$ cat config.mk
export PLATFORM = sky130hd
export DESIGN_NAME = control_fsm
export DESIGN_NICKNAME = d
export VERILOG_FILES = /design/src/rtl/cpu_ctrl_pkg.sv /design/src/rtl/control_fsm_mem_wait_timer.sv /design/src/rtl/control_fsm.sv
export SDC_FILE = /design/constraint.sdc
export NUM_CORES = 1
export LEC_CHECK = 0
export CELL_PAD_IN_SITES_DETAIL_PLACEMENT = 1
export CELL_PAD_IN_SITES_GLOBAL_PLACEMENT = 2
export CORE_MARGIN = 10
export CORE_UTILIZATION = 30
export CTS_CLUSTER_SIZE = 24
export DETAILED_ROUTE_END_ITERATION = 10
export DONT_BUFFER_PORTS = 1
export PLACE_DENSITY_LB_ADDON = 0.1
export SYNTH_ARGS = -nofsm -noshare
export SYNTH_HDL_FRONTEND = slang
export SYNTH_SLANG_ARGS = --single-unit
$ cat constraint.sdc
create_clock -name clock -period 2.39 [get_ports clock]
set_input_delay 0.239 -clock clock [delete_from_list [all_inputs] [get_ports clock]]
set_output_delay 0.239 -clock clock [all_outputs]
set_load 0.05 [all_outputs]
$ cat src/rtl/cpu_ctrl_pkg.sv
// Shared types and encodings for the ECE-271 multi-cycle control unit:
// FSM states, opcode and ALU encodings, the decoded instruction class and
// the bundle of registered datapath controls.
package cpu_ctrl_pkg;

    typedef enum logic [2:0] {
        IDLE   = 3'd0,
        FETCH  = 3'd1,
        DECODE = 3'd2,
        EXEC   = 3'd3,
        MEM    = 3'd4,
        WB     = 3'd5,
        HALT   = 3'd6
    } state_t;

    localparam logic [3:0] OP_NOP  = 4'b0000;
    localparam logic [3:0] OP_JMP  = 4'b0001;
    localparam logic [3:0] OP_LDW  = 4'b0010;
    localparam logic [3:0] OP_STW  = 4'b0011;
    localparam logic [3:0] OP_RTR  = 4'b0100;
    localparam logic [3:0] OP_BLT  = 4'b0101;
    localparam logic [3:0] OP_ADD  = 4'b0110;
    localparam logic [3:0] OP_SUB  = 4'b0111;
    localparam logic [3:0] OP_HALT = 4'b1111;

    localparam logic [1:0] ALU_ADD    = 2'd0;
    localparam logic [1:0] ALU_SUB    = 2'd1;
    localparam logic [1:0] ALU_PASS_A = 2'd2;

    // Instruction class after decoding; illegal encodings collapse to one value.
    typedef enum logic [3:0] {
        K_NOP     = 4'd0,
        K_JMP     = 4'd1,
        K_LDW     = 4'd2,
        K_STW     = 4'd3,
        K_RTR     = 4'd4,
        K_BLT     = 4'd5,
        K_ADD     = 4'd6,
        K_SUB     = 4'd7,
        K_HALT    = 4'd8,
        K_ILLEGAL = 4'd9
    } op_kind_t;

    // Datapath controls that depend only on state and the stored opcode.
    typedef struct packed {
        logic [1:0] alu;
        logic       pc_en;
        logic       pc_in_op;
        logic       pc_or_read_mem;
        logic       read_1_en;
        logic       read_2_en;
        logic       reg_file_wr_en;
        logic       write_reg_from_memory;
        logic       en_mem_add;
        logic       mem_req;
        logic       ram_wr_en;
        logic       halted;
    } ctrl_out_t;

    // Map the low opcode nibble to an instruction class; any set upper bit is illegal.
    function automatic op_kind_t classify_op(input logic [3:0] low, input logic upper_nz);
        op_kind_t k;
        k = K_ILLEGAL;
        if (upper_nz) begin
            k = K_ILLEGAL;
        end else begin
            case (low)
                OP_NOP:  k = K_NOP;
                OP_JMP:  k = K_JMP;
                OP_LDW:  k = K_LDW;
                OP_STW:  k = K_STW;
                OP_RTR:  k = K_RTR;
                OP_BLT:  k = K_BLT;
                OP_ADD:  k = K_ADD;
                OP_SUB:  k = K_SUB;
                OP_HALT: k = K_HALT;
                default: k = K_ILLEGAL;
            endcase
        end
        return k;
    endfunction

    // ALU operation for the instruction classes that use the ALU.
    function automatic logic [1:0] alu_code(input op_kind_t k);
        logic [1:0] a;
        case (k)
            K_SUB:   a = ALU_SUB;
            K_BLT:   a = ALU_SUB;
            K_RTR:   a = ALU_PASS_A;
            default: a = ALU_ADD;
        endcase
        return a;
    endfunction

    // Moore part of the control decode: everything that is a function of state and class.
    function automatic ctrl_out_t decode_outs(input state_t st, input op_kind_t k);
        ctrl_out_t o;
        o = '0;
        case (st)
            FETCH: begin
                o.mem_req = 1'b1;
            end
            DECODE: begin
                o.read_1_en = 1'b1;
                o.read_2_en = 1'b1;
            end
            EXEC: begin
                case (k)
                    K_ADD, K_SUB, K_RTR, K_BLT: begin
                        // operands stay on the ALU inputs while it computes
                        o.alu       = alu_code(k);
                        o.read_1_en = 1'b1;
                        o.read_2_en = 1'b1;
                    end
                    K_JMP: begin
                        o.pc_en    = 1'b1;
                        o.pc_in_op = 1'b1;
                    end
                    K_LDW, K_STW: begin
                        o.en_mem_add = 1'b1;
                    end
                    default: begin
                        o.alu = ALU_ADD;
                    end
                endcase
            end
            MEM: begin
                o.mem_req        = 1'b1;
                o.pc_or_read_mem = 1'b1;
                o.ram_wr_en      = (k == K_STW);
            end
            WB: begin
                // keep the ALU op so the write-back data stays stable
                o.alu                   = alu_code(k);
                o.reg_file_wr_en        = 1'b1;
                o.write_reg_from_memory = (k == K_LDW);
            end
            HALT: begin
                o.halted = 1'b1;
            end
            default: begin
                o.alu = ALU_ADD;
            end
        endcase
        return o;
    endfunction

endpackage

$ cat src/rtl/control_fsm_mem_wait_timer.sv
// Memory wait timer: counts cycles spent waiting for mem_ready.
// clear restarts the count, count advances it (saturating), expired flags the
// configured limit. A limit of 0 never expires.
module mem_wait_timer #(
    parameter int MEM_TIMEOUT = 16,
    parameter int TO_W        = 5
) (
    input  logic clock,
    input  logic reset_n,
    input  logic clear,
    input  logic count,
    output logic expired
);

    logic [TO_W-1:0] cnt_r;

    // Wait counter: clear has priority, saturates instead of wrapping.
    always_ff @(posedge clock or negedge reset_n) begin
        if (!reset_n) begin
            cnt_r <= {TO_W{1'b0}};
        end else if (clear) begin
            cnt_r <= {TO_W{1'b0}};
        end else if (count && (cnt_r != {TO_W{1'b1}})) begin
            cnt_r <= cnt_r + TO_W'(1'b1);
        end else begin
            cnt_r <= cnt_r;
        end
    end

    assign expired = (MEM_TIMEOUT != 32'sd0) && (cnt_r == TO_W'(MEM_TIMEOUT));

endmodule

$ cat src/rtl/control_fsm.sv
// Multi-cycle control unit for the ECE-271 CPU.
// States IDLE/FETCH/DECODE/EXEC/MEM/WB/HALT; memory handshake with timeout.
// Optional feature macro ILLEGAL_OP_TRAP_EN: adds the illegal_op output and
// traps illegal opcodes in EXEC into HALT instead of executing them as NOP.
// Controls are registered from the next state; only the FETCH completion
// (pc_en/ir_en) and the taken-branch PC load in EXEC follow inputs directly.
module control_fsm
    import cpu_ctrl_pkg::*;
#(
    parameter int OPCODE_W    = 4,
    parameter int ALU_CTRL_W  = 2,
    parameter int MEM_TIMEOUT = 16,
    parameter int TO_W        = 5
) (
    input  logic                  clock,
    input  logic                  reset_n,
    input  logic                  start,
    input  logic [OPCODE_W-1:0]   opcode,
    input  logic                  lt_flag,
    input  logic                  mem_ready,
    output logic [ALU_CTRL_W-1:0] alu_control,
    output logic                  pc_en,
    output logic                  pc_in_op,
    output logic                  pc_or_read_mem,
    output logic                  ir_en,
    output logic                  read_1_en,
    output logic                  read_2_en,
    output logic                  reg_file_wr_en,
    output logic                  write_reg_from_memory,
    output logic                  en_mem_add,
    output logic                  mem_req,
    output logic                  ram_wr_en,
    output logic                  lt_state,
    output logic                  halted,
`ifdef ILLEGAL_OP_TRAP_EN
    output logic                  illegal_op,
`endif
    output logic                  mem_timeout
);

    state_t              state_r;
    state_t              state_next_s;
    logic [OPCODE_W-1:0] opcode_store_r;
    op_kind_t            kind_cur_s;
    op_kind_t            kind_next_s;
    ctrl_out_t           outs_r;
    logic                lt_state_r;
    logic                mem_timeout_r;
    logic                in_mem_wait_s;
    logic                fetch_done_s;
    logic                blt_take_s;
    logic                timeout_fire_s;
    logic                trap_fire_s;
    logic                timer_clear_s;
    logic                timer_count_s;
    logic                timer_expired_s;
`ifdef ILLEGAL_OP_TRAP_EN
    logic                illegal_op_r;
`endif

    function automatic logic upper_bits_set(input logic [OPCODE_W-1:0] op);
        return (op >> 3'd4) != {OPCODE_W{1'b0}};
    endfunction

    // Instruction class of the stored opcode, and of the opcode about to be stored.
    always_comb begin
        kind_cur_s  = classify_op(opcode_store_r[3:0], upper_bits_set(opcode_store_r));
        kind_next_s = kind_cur_s;
        if (state_r == DECODE) begin
            kind_next_s = classify_op(opcode[3:0], upper_bits_set(opcode));
        end else begin
            kind_next_s = kind_cur_s;
        end
    end

    // Handshake, branch and trap conditions derived from the current state.
    always_comb begin
        in_mem_wait_s  = (state_r == FETCH) || (state_r == MEM);
        fetch_done_s   = (state_r == FETCH) && mem_ready;
        blt_take_s     = (state_r == EXEC) && (kind_cur_s == K_BLT) && lt_flag;
        timer_count_s  = in_mem_wait_s && !mem_ready;
        // mem_ready in the limit cycle completes normally
        timeout_fire_s = in_mem_wait_s && !mem_ready && timer_expired_s;
`ifdef ILLEGAL_OP_TRAP_EN
        trap_fire_s    = (state_r == EXEC) && (kind_cur_s == K_ILLEGAL);
`else
        trap_fire_s    = 1'b0;
`endif
    end

    // Next-state selection.
    always_comb begin
        state_next_s = state_r;
        case (state_r)
            IDLE: begin
                if (start) begin
                    state_next_s = FETCH;
                end else begin
                    state_next_s = IDLE;
                end
            end
            FETCH: begin
                if (mem_ready) begin
                    state_next_s = DECODE;
                end else if (timer_expired_s) begin
                    state_next_s = HALT;
                end else begin
                    state_next_s = FETCH;
                end
            end
            DECODE: state_next_s = EXEC;
            EXEC: begin
                case (kind_cur_s)
                    K_ADD, K_SUB, K_RTR: state_next_s = WB;
                    K_LDW, K_STW:        state_next_s = MEM;
                    K_HALT:              state_next_s = HALT;
                    K_ILLEGAL:           state_next_s = trap_fire_s ? HALT : FETCH;
                    default:             state_next_s = FETCH;
                endcase
            end
            MEM: begin
                if (mem_ready) begin
                    state_next_s = (kind_cur_s == K_LDW) ? WB : FETCH;
                end else if (timer_expired_s) begin
                    state_next_s = HALT;
                end else begin
                    state_next_s = MEM;
                end
            end
            WB:      state_next_s = FETCH;
            HALT:    state_next_s = HALT;
            default: state_next_s = IDLE;
        endcase
    end

    // Every state change restarts the wait count, covering entry to FETCH and MEM.
    assign timer_clear_s = (state_next_s != state_r);

    mem_wait_timer #(
        .MEM_TIMEOUT (MEM_TIMEOUT),
        .TO_W        (TO_W)
    ) u_mem_wait_timer (
        .clock   (clock),
        .reset_n (reset_n),
        .clear   (timer_clear_s),
        .count   (timer_count_s),
        .expired (timer_expired_s)
    );

    // FSM: state, opcode/flag latches, sticky status and registered controls.
    always_ff @(posedge clock or negedge reset_n) begin
        if (!reset_n) begin
            state_r        <= IDLE;
            opcode_store_r <= {OPCODE_W{1'b0}};
            lt_state_r     <= 1'b0;
            mem_timeout_r  <= 1'b0;
            outs_r         <= '0;
`ifdef ILLEGAL_OP_TRAP_EN
            illegal_op_r   <= 1'b0;
`endif
        end else begin
            state_r <= state_next_s;
            outs_r  <= decode_outs(state_next_s, kind_next_s);
            if (state_r == DECODE) begin
                opcode_store_r <= opcode;
            end else begin
                opcode_store_r <= opcode_store_r;
            end
            if ((state_r == EXEC) && (kind_cur_s == K_BLT)) begin
                lt_state_r <= lt_flag;
            end else begin
                lt_state_r <= lt_state_r;
            end
            if (timeout_fire_s) begin
                mem_timeout_r <= 1'b1;
            end else begin
                mem_timeout_r <= mem_timeout_r;
            end
`ifdef ILLEGAL_OP_TRAP_EN
            if (trap_fire_s) begin
                illegal_op_r <= 1'b1;
            end else begin
                illegal_op_r <= illegal_op_r;
            end
`endif
        end
    end

    // Output drive: registered controls plus the two handshake/branch-driven PC terms.
    always_comb begin
        alu_control           = ALU_CTRL_W'(outs_r.alu);
        pc_en                 = outs_r.pc_en | fetch_done_s | blt_take_s;
        pc_in_op              = outs_r.pc_in_op | blt_take_s;
        pc_or_read_mem        = outs_r.pc_or_read_mem;
        ir_en                 = fetch_done_s;
        read_1_en             = outs_r.read_1_en;
        read_2_en             = outs_r.read_2_en;
        reg_file_wr_en        = outs_r.reg_file_wr_en;
        write_reg_from_memory = outs_r.write_reg_from_memory;
        en_mem_add            = outs_r.en_mem_add;
        mem_req               = outs_r.mem_req;
        ram_wr_en             = outs_r.ram_wr_en;
        lt_state              = lt_state_r;
        halted                = outs_r.halted;
        mem_timeout           = mem_timeout_r;
`ifdef ILLEGAL_OP_TRAP_EN
        illegal_op            = illegal_op_r;
`endif
    end

endmodule

==> results of run 1 <==
[cell usage in the layout (no fill, tap or decap), drive strengths merged, types with 2 or more instances in the layout]
cell     Yosys  routed
a21oi        4       4
o211ai       2       2
nand4        2       2
xnor2        2       2
inv          8       9
ha           3       3
nor3         3       3
nor3b        3       3
nand2b       4       4
dfrtp       25      25
nor2b        4       4
buf          6      12
nor4         3       3
nor4b        2       2
clkbuf       1       3
xor2         2       2
nand3        2       2
nor2        16      16
or2          2       2
mux2i        2       2
nand2       12      12
o21ai        3       3
o21bai       2       2
a2111oi      2       2
[stage by stage]
step	utilization [%]	area (µm²)	total power, mW
after floorplan	-	1351	1.549
after detailed placement	32.67	1423	1.814
after global placement	32.67	1423	1.804
after CTS	34.91	1520	2.130
after global routing	36.64	1595	2.450
final	36.64	1595	2.270
[where the power goes]
group	switching [mW]	internal, mW
Clock	0.151	0.122
Combinational	0.607	0.507
Sequential	0.346	0.537
Total	1.10	1.17
[routing by layer]
metal | part of all wire (%) | global-route usage [%]
met1 | 45 | 10.71
met2 | 49 | 15.26
met3 | 5.0 | 2.622
met4 | 1.2 | 2.651
met5 | 0 | 0
[layout make-up]
| type | instances | share of cell area (%) |
|---|---|---|
| sequential | 25 | 39.45 |
| clock buffer | 3 | 2.588 |
| tap | 52 | 4.078 |
| timing repair buffer | 13 | 8.078 |
| inverter | 8 | 1.882 |
| multi-input combinational | 95 | 43.37 |
| clock inverter | 1 | 0.5490 |
[path summary, 6_finish.rpt]
| check | endpoint | slack, ps | cells past startpoint |
|---|---|---|---|
| min in group asynchronous | alu_control[1] | 390 | 2 |
| max | ir_en | 110 | 6 |
| min | en_mem_add | 20 | 1 |
| max reg2reg | alu_control[1] | 360 | 7 |
| min reg2reg | opcode_store_r[1] | 550 | 2 |
| max in group asynchronous | state_r[0] | 1830 | 2 |
[cells by family after synthesis]
kind of cell | share of synthesized area (%)
xor gates and xnor gates | 2.600
and+or+nand+nor | 26.93
buffers and inverters | 5.478
adders and majority gates | 2.786
AOI/OAI and AO/OA | 13.46
muxes | 2.321
DFF | 46.43
[what timing repair did]
action                                  in CTS  in global routing
buffers inserted                             0                  6
hold buffers                                 2                  0
gates cloned                                 0                  0
resized for setup                            4                  9
endpoints found under the setup margin       2                  2
endpoints found under the hold margin       25                  0
pin swaps                                    1                  3
[sequential cells by signal (all words and copies together) (netlist names), 2 cells and up]
signal / count
u_mem_wait_timer.cnt_r: 5
opcode_store_r: 4
state_r: 3
alu_control: 2
[critical path, cell delays in order (launching register included)]
cell,delay (ps)
dfrtp_2,440
nor3b_2,180
a211o_1,300
a22o_2,250
or2_4,280
nor2_1,130
buf_6,170
==> out/metrics.cfg, run 1 <==
[status]
status=finished, final reports clean

[die]
io_pins=25
num_rows=24
die_width_um=87.02
die_y_um=87.02
start_util_pct=30.95
die-area_um2=7572
core_area_um2=4354

[timing]
timing_hold_violations_final=0
finalCriticalPeriod_ps=2281
setup_tns_ps=0
setup_slack_ps=109.3
fmax_mhz=438.5
hold_ws_ps=23.60
slew_headroom_pct=42.21
maxSlewViolCount=0
rsz0062_at_grt=no
worst_pin_slew_ps=867.4
period_share_pct=95.43
clock_skew_ps=4.695
setup_viol_count_final=0

[cells_and_area]
fillCellCount=493
drive_gt1_share_pct=23.45
syn_to_final_growth_pct=18.38
diodes=0
multi_input_area_um2=691.9
fin_nets=158
fin_cells=197
regArea_um2=629.4

[detailed_routing]
drtIter0Drc=43
drt-pass1-iter-count=2
drc_errors=0
via_count=1009
routed_wirelength_mm=3.281
wl_per_cell_um=16.65
ant_nets=0
via_per_inst=5.122

[placed_design]
place_inst=185
dp_hpwl_mm=2.500
place_ws_ps=193.7
io_buffer_count=0
gp_congestion=0.7926

[synthesis]
yosysMostFrequentCell=dfrtp_1
synth_edf_count=0
synthFlopType=dfrtp_1
yosysTopAreaCellShare_pct=46.43
synth_top_area_cell=dfrtp_1
synth_cell_types=52
synth_commonest_cells=25 x dfrtp_1, 16 x nor2_1, 12 x nand2_1, 5 x inv_1
synth.avg_cell_area_um2=9.982
synthesis.area_um2=1348
ys.warnings.count=0
synth_area_leaders=dfrtp_1 46%, nor2_1 4.5%, nand2_1 3.3%
synthCells=135
ys_seq_elements=25
async_reset_ff_share_pct=100.0
syn_nets=147
synth.yosys.seq_area_share_pct=46.43

[clock_tree]
cts.clk_slew.worst_paths_ps=100
clock_path_buffers=2
htree_num_levels=1
cts_tree=built
clock_sink_count=25
cts_made_buffers=3
cts-root-buf=clkbuf_8
clk_latency_ps=270

[global_routing]
grt_pass1_vias=1055
grt_usage_pct=9.018
grt_antenna_before_repair=0
grt_pass1_wl_mm=5.444
grt_start_max_net_pins=26
overflow=0

[power]
powerDensity_nw_per_um2=1423
p_leak_nw=0.7174
peakVddDrop_mv=0.3911

[worst_setup_path]
crit_type=register to primary output
startpoint_type=register
required_ps=2150
r2r_start=opcode_store_r[1]
worstSetupStartpoint=opcode_store_r[1]
crit_path_end_kind=primary output
cp_data_arrival_time_ps=2040
critical_path.max_fanout=6

[min_path]
hp-start=opcode[3]
hp-class=primary input to register

[job]
max_cap_violations=0

(Power assumes the default switching activity.)
==> run 2, diff against run 1 <==
--- a/config.mk
+++ b/config.mk
@@ -5,14 +5,17 @@
 export SDC_FILE = /design/constraint.sdc
 export NUM_CORES = 1
 export LEC_CHECK = 0
+export CAP_MARGIN = 20
 export CELL_PAD_IN_SITES_DETAIL_PLACEMENT = 1
 export CELL_PAD_IN_SITES_GLOBAL_PLACEMENT = 2
 export CORE_MARGIN = 10
 export CORE_UTILIZATION = 30
+export CTS_CLUSTER_DIAMETER = 100
 export CTS_CLUSTER_SIZE = 24
 export DETAILED_ROUTE_END_ITERATION = 10
 export DONT_BUFFER_PORTS = 1
 export PLACE_DENSITY_LB_ADDON = 0.1
+export REMOVE_ABC_BUFFERS = 1
 export SYNTH_ARGS = -nofsm -noshare
 export SYNTH_HDL_FRONTEND = slang
 export SYNTH_SLANG_ARGS = --single-unit
==> out/metrics.cfg, run 2 (same netlist as run 1, synthesis figures left out) <==
[placed_design]
dp_hpwl_mm=2.636  ; +5.5%
io_buffer_count=0  ; unchanged
gp_congestion=0.7362  ; -7.1%

[worst_setup_path]
crit_type=register to primary output
r2r_start=opcode_store_r[1]
critical_path.max_fanout=8  ; +2
r2r_slack_ps=340  ; -20 ps
startpoint_type=register
slowest_delay_ps=490  ; +50 ps
crit_chain=inv_1, a211o_1, a22o_1, or2_1, o21bai_1, buf_4
r2r-end=alu_control[0]
cp_data_arrival_time_ps=2030  ; about the same
cp_top_family=compound AO/OA/AOI/OAI gates
crit_path_end_kind=primary output
timing.critical_path.buf_inv=2  ; +1
r2r_cells=8  ; +1
required_ps=2150  ; about the same
slowest_stage=dfrtp_1

[cells_and_area]
syn_to_final_growth_pct=13.93
largest_register_ff_count=5  ; unchanged
largest-register=u_mem_wait_timer.cnt_r
largestRegisters=u_mem_wait_timer.cnt_r x5, opcode_store_r x4, state_r x3
drive_gt1_share_pct=19.72  ; -3.7 points
diodes=0  ; unchanged
utilization_pct=35.26  ; -1.4 points
layout_commonest_cell=dfrtp_1
fin_nets=155  ; -1.9%
final_cell_mix=23 x dfrtp_1, 16 x nor2_1, 11 x nand2_1

[detailed_routing]
drt-pass1-iter-count=4  ; +2
via_count=1025  ; +1.6%
wl_per_cell_um=17.89  ; +7.4%
routed_wirelength_mm=3.471  ; +5.8%
via_per_inst=5.284  ; +3.2%
drtIter0Drc=28  ; -35%
ant_nets=0  ; unchanged
drc_errors=0  ; unchanged

[timing]
slew_headroom_pct=41.68  ; -0.54 points
setup_viol_count_final=0  ; unchanged
timing_hold_violations_final=0  ; unchanged
worst_pin_slew_ps=875.4  ; +8.044 ps
fmax_mhz=439.8  ; +0.31%
finalCriticalPeriod_ps=2274  ; -7.020 ps
period_share_pct=95.13  ; -0.29 points
hold_ws_ps=34.62  ; +11.03 ps
clock_skew_ps=5.868  ; +1.173 ps
maxSlewViolCount=0  ; unchanged
rsz0062_at_grt=yes

[clock_tree]
clock_sink_count=25  ; unchanged
htree_num_levels=1  ; unchanged
cts_made_buffers=3  ; unchanged
clock_path_buffers=2  ; unchanged
cts.clk_slew.worst_paths_ps=90  ; about the same
clk_latency_ps=270  ; about the same
cts-root-buf=clkbuf_8
cts_tree=built

[power]
p_leak_nw=0.6872  ; -4.2%
power_frac_clock_pct=12.1  ; about the same
seq_power_share_pct=41.4  ; +2.5 points
peakVddDrop_mv=0.3596  ; -8.0%
power.switching_mw=1.053  ; -4.7%
switching_share_pct=49.66  ; +1.0 points
p_int_mw=1.067  ; -8.4%
powerDensity_nw_per_um2=1381  ; -2.9%
combPwrFrac_pct=46.5  ; -2.6 points

[die]
die-area_um2=7572  ; unchanged
num_rows=24  ; unchanged
die_y_um=87.02  ; unchanged
die_width_um=87.02  ; unchanged
io_pins=25  ; unchanged
core_area_um2=4354  ; unchanged
start_util_pct=30.95  ; unchanged

[min_path]
hp-class=primary input to register
hp-start=opcode[3]
whs_path_depth=1  ; unchanged
min_to=en_mem_add

[status]
status=finished, final reports clean

[job]
max_cap_violations=0  ; unchanged

[global_routing]
grt_antenna_before_repair=0  ; unchanged
overflow=0  ; unchanged
grt_pass1_vias=1156  ; +9.6%
grt_usage_pct=9.749  ; +0.73 points
grt_pass1_wl_mm=5.865  ; +7.7%
grt_start_max_net_pins=26  ; unchanged

==> run 2: cell types whose count changed in the layout (fill, tap and decap cells not counted), sizes merged <==
| cell | delta |
|---|---|
| inv | -1 |
| clkinv | +1 |
| buf | -3 |
==> run 2: repair_timing <==
item                       CTS  global route
pin swaps                    1             4
setup buffers                1             1
hold buffers                 2             0
hold endpoints to repair    25             0
resized for setup            1             6
setup endpoints to repair    2             2
==> run 2: layer usage <==
metal / wire length, µm / up-vias / GRT usage, %
met4: 20 / 0 / 2.651
met5: 0 / - / 0
met1: 1550 / 520 / 11.43
met2: 1627 / 17 / 15.86
li1: - / 486 / -
met3: 273 / 2 / 4.120
==> run 2: how the worst max path moves through the flow <==
| stage | startpoint | endpoint | cells past startpoint |
|---|---|---|---|
| floorplan | u_mem_wait_timer.cnt_r[0] | pc_en | 8 |
| global route | u_mem_wait_timer.cnt_r[0] | pc_en | 9 |
| global placement | u_mem_wait_timer.cnt_r[0] | pc_en | 9 |
| finish | opcode_store_r[0] | pc_en | 6 |
| detailed placement | u_mem_wait_timer.cnt_r[0] | pc_en | 9 |
| CTS | u_mem_wait_timer.cnt_r[0] | pc_en | 9 |
==> run 2: power groups by stage <==
stage / Sequential [mW] / Combinational (mW) / Clock [mW]
6_report: 0.878 / 0.986 / 0.257
5_1_grt: 0.909 / 1.12 / 0.288
4_1_cts: 0.878 / 0.949 / 0.275
3_5_place_dp: 0.887 / 0.899 / 0
3_3_place_gp: 0.881 / 0.898 / 0
2_1_floorplan: 0.833 / 0.661 / 0
==> run 2: layout make-up <==
class | instances | area [µm²]
multi-input cells | 95 | 671.9
clock buffers | 3 | 41.29
inverters | 8 | 30.03
fillers | 498 | 2819
clock inverters | 1 | 5.005
repair buffers | 10 | 93.84
flip-flops and latches | 25 | 628.1
well taps | 52 | 65.06
==> run 2: per-stage QoR <==
stage,setup slack [ps],cells,power [mW],cell area [µm²],setup TNS (ps)
after floorplan,-5.989,128,1.494,1304,-5.989
after global placement,249.3,186,1.779,1414,0
after detailed placement,190.7,186,1.786,1414,0
after CTS,24.13,193,2.102,1506,0
after global routing,-48.82,194,2.319,1535,-48.82
final,116.4,194,2.120,1535,0
==> run 3, diff against run 2 <==
--- a/config.mk
+++ b/config.mk
@@ -10,12 +10,14 @@
 export CELL_PAD_IN_SITES_GLOBAL_PLACEMENT = 2
 export CORE_MARGIN = 10
 export CORE_UTILIZATION = 30
+export CTS_BUF_LIST = sky130_fd_sc_hd__clkbuf_4 sky130_fd_sc_hd__clkbuf_8
 export CTS_CLUSTER_DIAMETER = 100
 export CTS_CLUSTER_SIZE = 24
 export DETAILED_ROUTE_END_ITERATION = 10
 export DONT_BUFFER_PORTS = 1
 export PLACE_DENSITY_LB_ADDON = 0.1
 export REMOVE_ABC_BUFFERS = 1
+export SLEW_MARGIN = 20
 export SYNTH_ARGS = -nofsm -noshare
 export SYNTH_HDL_FRONTEND = slang
 export SYNTH_SLANG_ARGS = --single-unit
==> results of run 3 <==
Final layout, timing and power as in run 2 (identical DEF).
